==> config.mk <==
export PLATFORM = sky130hd
export DESIGN_NAME = alu_and_cmp_unit
export DESIGN_NICKNAME = d
export VERILOG_FILES = /design/src/rtl/alu_pkg.sv /design/src/rtl/alu_ucmp.sv /design/src/rtl/alu_and_cmp_unit.sv
export SDC_FILE = /design/constraint.sdc
export NUM_CORES = 1
export LEC_CHECK = 0
export CAP_MARGIN = 20
export CORE_MARGIN = 4
export CORE_UTILIZATION = 44
export DETAILED_ROUTE_END_ITERATION = 8
export PLACE_DENSITY = 0.81
export SYNTH_ARGS = -nofsm -noshare
export SYNTH_HDL_FRONTEND = slang
export SYNTH_SLANG_ARGS = --single-unit
==> constraint.sdc <==
create_clock -name clk -period 2.3 [get_ports clk]
set_input_delay 0.46 -clock clk [delete_from_list [all_inputs] [get_ports clk]]
set_output_delay 0.46 -clock clk [all_outputs]
set_load 0.05 [all_outputs]
==> src/rtl/alu_pkg.sv <==
// Shared definitions for the ALU slice: op encodings and default datapath width.
package alu_pkg;

  localparam logic [1:0] OP_AND = 2'b00;
  localparam logic [1:0] OP_EQ  = 2'b01;
  localparam logic [1:0] OP_GET = 2'b10;
  localparam logic [1:0] OP_RSV = 2'b11;

  localparam int ALU_W = 20;

endpackage

==> src/rtl/alu_ucmp.sv <==
// Combinational unsigned comparator: equality and greater-than-or-equal.
module alu_ucmp #(
  parameter int WIDTH = 20
) (
  input  logic [WIDTH-1:0] a,
  input  logic [WIDTH-1:0] b,
  output logic             eq,
  output logic             ge
);

  assign eq = (a == b);
  assign ge = (a >= b);

endmodule

==> src/rtl/alu_and_cmp_unit.sv <==
// Registered ALU slice: AND / EQ / unsigned GE with zero and sign status flags,
// one cycle of latency, no backpressure.
module alu_and_cmp_unit
  import alu_pkg::*;
#(
  parameter int WIDTH = ALU_W
) (
  input  logic             clk,
  input  logic             rst,
  input  logic             valid_in,
  input  logic [1:0]       op,
  input  logic [WIDTH-1:0] a,
  input  logic [WIDTH-1:0] b,
  output logic [WIDTH-1:0] c,
  output logic             zero,
  output logic             sign,
  output logic             valid_out
);

  logic             cmp_eq;
  logic             cmp_ge;
  logic [WIDTH-1:0] and_res;
  logic [WIDTH-1:0] c_nxt;
  logic             zero_nxt;
  logic             sign_nxt;

  alu_ucmp #(.WIDTH(WIDTH)) u_ucmp (
    .a  (a),
    .b  (b),
    .eq (cmp_eq),
    .ge (cmp_ge)
  );

  assign and_res = a & b;

  always_comb begin
    c_nxt    = '0;
    zero_nxt = 1'b0;
    sign_nxt = 1'b0;
    case (op)
      OP_AND: begin
        c_nxt    = and_res;
        zero_nxt = (and_res == '0);
      end
      OP_EQ: begin
        zero_nxt = cmp_eq;
      end
      OP_GET: begin
        zero_nxt = cmp_eq;
        sign_nxt = cmp_ge;
      end
      default: begin
        // reserved op behaves as a NOP that still produces a valid all-zero result
        c_nxt    = '0;
      end
    endcase
  end

  // rst wins over valid_in so an op in flight during reset is dropped
  always_ff @(posedge clk) begin
    if (rst) begin
      c         <= '0;
      zero      <= 1'b0;
      sign      <= 1'b0;
      valid_out <= 1'b0;
    end else begin
      valid_out <= valid_in;
      if (valid_in) begin
        c    <= c_nxt;
        zero <= zero_nxt;
        sign <= sign_nxt;
      end
    end
  end

endmodule

* After elaboration in Yosys (flattened, before gate mapping)
Cells that the tools add are included.
Operators by class: $add $sub $neg 0, multiply operators 0, div/mod/pow operators 0, order comparisons 1, equality and inequality tests 3, shifts and indexed selects 0, multiplexer cells 3, bitwise operators 1, reductions and logical operators 3
Operators with widths (count):
- 20-bit bitwise AND | 1
- 20-bit == test | 1
- 20-bit greater-or-equal comparator | 1
- 20-bit zero test | 1
- 20-bit two-way mux | 1
- 2-bit by 1-bit == test with 1-bit output, second input constant | 1
- 2-bit == test, second input constant | 1
- 2-bit zero test | 1
- 1-bit case mux with 2 select lines | 1
- 2-bit OR reduction | 1
- 1-bit two-way mux | 1
Word-level totals: flip-flop bits (word level) 23, latch bits 0, RAM bits 0, memory bits (read-only) 0, input port bits 45, output and inout port bits 23, word-level logic and storage cells 15, memories 0

* Longest topological paths before layout
depth in word-level cells 3, mapped depth 7, gate-level depth less buffers 7

* Hierarchy
From an unflattened synthesis, not the netlist that was laid out.
Unflattened totals: cells, all modules 171, area total of the unflattened synthesis 1491.4 um2
Modules (own cells, without submodules):
- alu_and_cmp_unit | times used 1, cells an instance 100, area an instance 969.7 um2, sequential area each 460.4 um2
- alu_ucmp | times used 1, cells an instance 71, area an instance 521.8 um2, sequential area each 0.0 um2

* Least setup slack after synthesis
No wires, ideal clock.
path type input port to flip-flop, start input a[0], end register sign, library setup time 0.120 ns, arrival 1.680 ns, required time 2.180 ns, setup slack 0.500 ns, stages 7, path buffers 0, cell sequence inv_1 -> ha_1 -> nand2b_4 -> a2111oi_4 -> or3_1 -> a31oi_1 -> a211o_1
Between the ends: longest elaborated chain between the ends 2
Ends and longest elaborated chain:
- start: declaration | line alu_and_cmp_unit.sv:12 | input logic [WIDTH-1:0] a,
- 20-bit greater-or-equal comparator | line alu_ucmp.sv:12 | assign ge = (a >= b);
- 1-bit two-way mux | line alu_and_cmp_unit.sv:40 | case (op)
- end signal: assignment | line alu_and_cmp_unit.sv:71 | sign <= sign_nxt;
- end: declaration | line alu_and_cmp_unit.sv:16 | output logic sign,
No other way between the ends. A chain may end at the register's enable or synchronous reset.

* Worst setup path in the final report
Same ends and word-level chain as after synthesis.

==> impl_results.md <==
* Run status: finished, final reports clean
* Element type at the critical path end: register
* Layout Skew at 0 ns
* WL final at 4297 um
* Maximum number of pins on one net before global-route repair at 23
* Syn Area/Cell at 8.547 um2
* Routed wirelength normalized by instance count at 13.60 um
* Number of max-slew violations in the final report at 0
* I/O pin count at 68
* Shortest period the worst path allows at 2.106 ns
* Number of vias per cell after detailed routing at 5.073
* FFs w/ async S/R, synth at 0%
* Register share of total power at 44.4%
* Top_reg_cell synth: dfxtp_1
* Starting density of the core at 46.23%
* Leading area contributor after synthesis: ha_1
* Remaining Overflow, GRT at 0
* Endpoints failing hold at 0
* Worst-path clk slew at 0.08 ns
* Standard-cell row count at 22
* Startpoint kind of the worst setup timing path: input pin
* Max H-tree Level at 1
* Max-slew headroom at 51.49%
* RSZ-0062 raised after global routing: no
* DR vias at 1603
* Core outline area at 3716 um2
* Leakage component of the power at 1.117 nW
* DP Area at 2441 um2
* Count of unresolved DRC violations after routing at 0
* Combinational Power Share at 29.1%
* Worst endpoint required time at 2.45 ns
* Total routing usage reported by global routing at 17.69%
* Placer congestion estimate at 0.8051
* Power density of the placed cells at 369.2 nW/um2
* Hold/Removal Path Class: reg2reg
* Post-CTS Setup Inserts at 0
* Source-to-sink clock delay at the later pin of the worst-skew pair at 0.25 ns
* Max capacitance violation total at 0
* Clock Power Share at 26.5%
* Net load switching power at 0.2515 mW
* Yosys warnings at 0
* Number of buffers inserted for hold repair after clock tree synthesis at 0
* Power, Total at 0.9180 mW
* Hpwl dp at 3606 um
* Number of endpoints failing setup at the final stage at 0
* Synthesized netlist cell count at 201
* Final period util at 91.58%
* Number of buffers on the longest clock path at 2
* TritonCTS clock tree: done
* Internal cell power at 0.6665 mW
* Cell area after synthesis at 1718 um2
* Clock root buffer master: clkbuf_8
* Sequential area share after synthesis at 26.80%
* Die area at 4968 um2
* Category of the critical setup timing path: in2reg
* Synth-to-layout area growth at 44.72%
* Layout cell share with drive strength beyond 1 at 2.985%
* Post-route design area at 2486 um2
* Fraction of power spent switching nets at 27.40%
* Slew at the pin closest to its max-slew limit at 0.7276 ns
* Number of synthesized register bits at 23
* Number of diodes added for antenna fixing at 0
* Synth Net Count at 289
* Total number of nets in the final design at 357
* Cell types with the largest area share after synthesis: ha_1, dfxtp_1, a21oi_1, nor2b_1, inv_1
* Fill cell instance count of the final layout at 312
* Data arrival time of the critical path at 2.26 ns
* Count of cells resized by post-cts repair at 0
* ANT nets after route at 0
* Antenna violations before repair at 0
* TritonCTS Buffers at 3
* First-pass GRT wire length at 7169 um
* Maximum fanout along the worst path at 2
* Die outline width at 70.49 um
* Share of the synthesized area in the top cell type at 31.32%
* Number of global-route vias before repair at 1587
* Upper clock frequency limit at 474.7 MHz
* Pre-antenna DRT Iters at 4
* Overall die height at 70.49 um
* Maximum resistive drop on vdd at 0.2107 mV
* Num Clock Sinks at 23
* Detailed Route Iter0 Violations at 92
* Number of synthesized flops with an enable pin at 0
* Total of buffers placed on input and output ports at 67
* Cell variety after synth at 26
final timing paths:
path	to	slack (ns)	cells after the start	from
worst max-delay path	sign	0.19	8	a[0]
worst max register to register	sign	1.54	2	sign
worst min register to register	zero	0.50	2	zero
worst min-delay path	zero	0.50	2	zero
logic make-up (layout without fill, tap and decap cells):
group,after synthesis,after routing,synth area share [%]
and+or+nand+nor,70,70,23.16
buffers and inverters,28,95,6.118
adders and majority gates,43,43,31.32
DFF,23,23,26.80
AOI/OAI and AO/OA,37,37,12.60
worst max-delay path: stages:
cell and delay (ns):
clkdlybuf4s50_1 0.49, inv_1 0.05, ha_1 0.30, nand2b_4 0.15, a2111oi_4 0.32, or3_1 0.15, a31oi_1 0.08, a211o_1 0.26
synthesized netlist by cell type (2+ instances only):
| library cell | instances |
|---|---|
| a21oi_1 | 28 |
| inv_1 | 22 |
| nand4_1 | 3 |
| ha_1 | 43 |
| nand3_1 | 4 |
| nor3_1 | 2 |
| nor2b_1 | 22 |
| nor4_1 | 4 |
| and2_1 | 2 |
| nor2_1 | 20 |
| dfxtp_1 | 23 |
| nand3b_1 | 2 |
| and4_1 | 4 |
| nand2_1 | 2 |
| o21ai_0 | 4 |
| clkbuf_1 | 6 |
metal layers:
layer / track usage (%) / wire [um] / vias to the layer above
li1: - / - / 813
met4: 7.021 / 110 / 0
met5: 0 / 0 / -
met3: 1.871 / 237 / 6
met1: 22.05 / 1789 / 738
met2: 30.77 / 2159 / 46
state kept, by name, indices dropped and copies added, names as in the netlist:
register / cells
c: 20
sign: 1
valid_out: 1
zero: 1
area by class of cell:
| class | count | area [um2] | share of cell area (%) |
|---|---|---|---|
| clock buffer | 4 | 45.04 | 1.812 |
| inverter | 22 | 82.58 | 3.322 |
| multi-input combinational | 150 | 1152 | 46.35 |
| sequential | 23 | 460.4 | 18.52 |
| tap | 48 | 60.06 | 2.416 |
| timing repair buffer | 69 | 685.7 | 27.58 |
layout by cell type, fill, tap and decap left out, types with 2 or more instances in the layout:
master and instances:
clkdlybuf4s50_1 67, ha_1 43, a21oi_1 28, dfxtp_1 23, inv_1 22, nor2b_1 22, nor2_1 20, nor4_1 4
and4_1 4, nand3_1 4, o21ai_0 4, nand4_1 3, clkbuf_8 3, and2_1 2, nand3b_1 2, nor3_1 2
nand2_1 2, buf_4 2
power groups by stage:
stage / Sequential [mW] / Clock [mW] / Combinational, mW
after floorplan: 0.439 / 0 / 0.108
after global placement: 0.416 / 0 / 0.262
after detailed placement: 0.416 / 0 / 0.269
after CTS: 0.407 / 0.247 / 0.270
after global routing: 0.408 / 0.266 / 0.297
final: 0.407 / 0.243 / 0.268
per-stage QoR:
stage | hold slack [ns] | setup WS (ns) | TNS [ns] | std cells | utilization, %
floorplan | 0.5291 | 0.5002 | 0 | 201 | -
global placement | 0.4755 | -0.04184 | -0.04184 | 312 | 65.69
detailed placement | 0.4887 | -0.07655 | -0.07655 | 312 | 65.69
CTS | 0.5016 | 0.1947 | 0 | 316 | 66.90
global route | 0.5353 | 0.1058 | 0 | 316 | 66.90
finish | 0.4997 | 0.1936 | 0 | 316 | 66.90
Power figures use the tool's default switching activity.
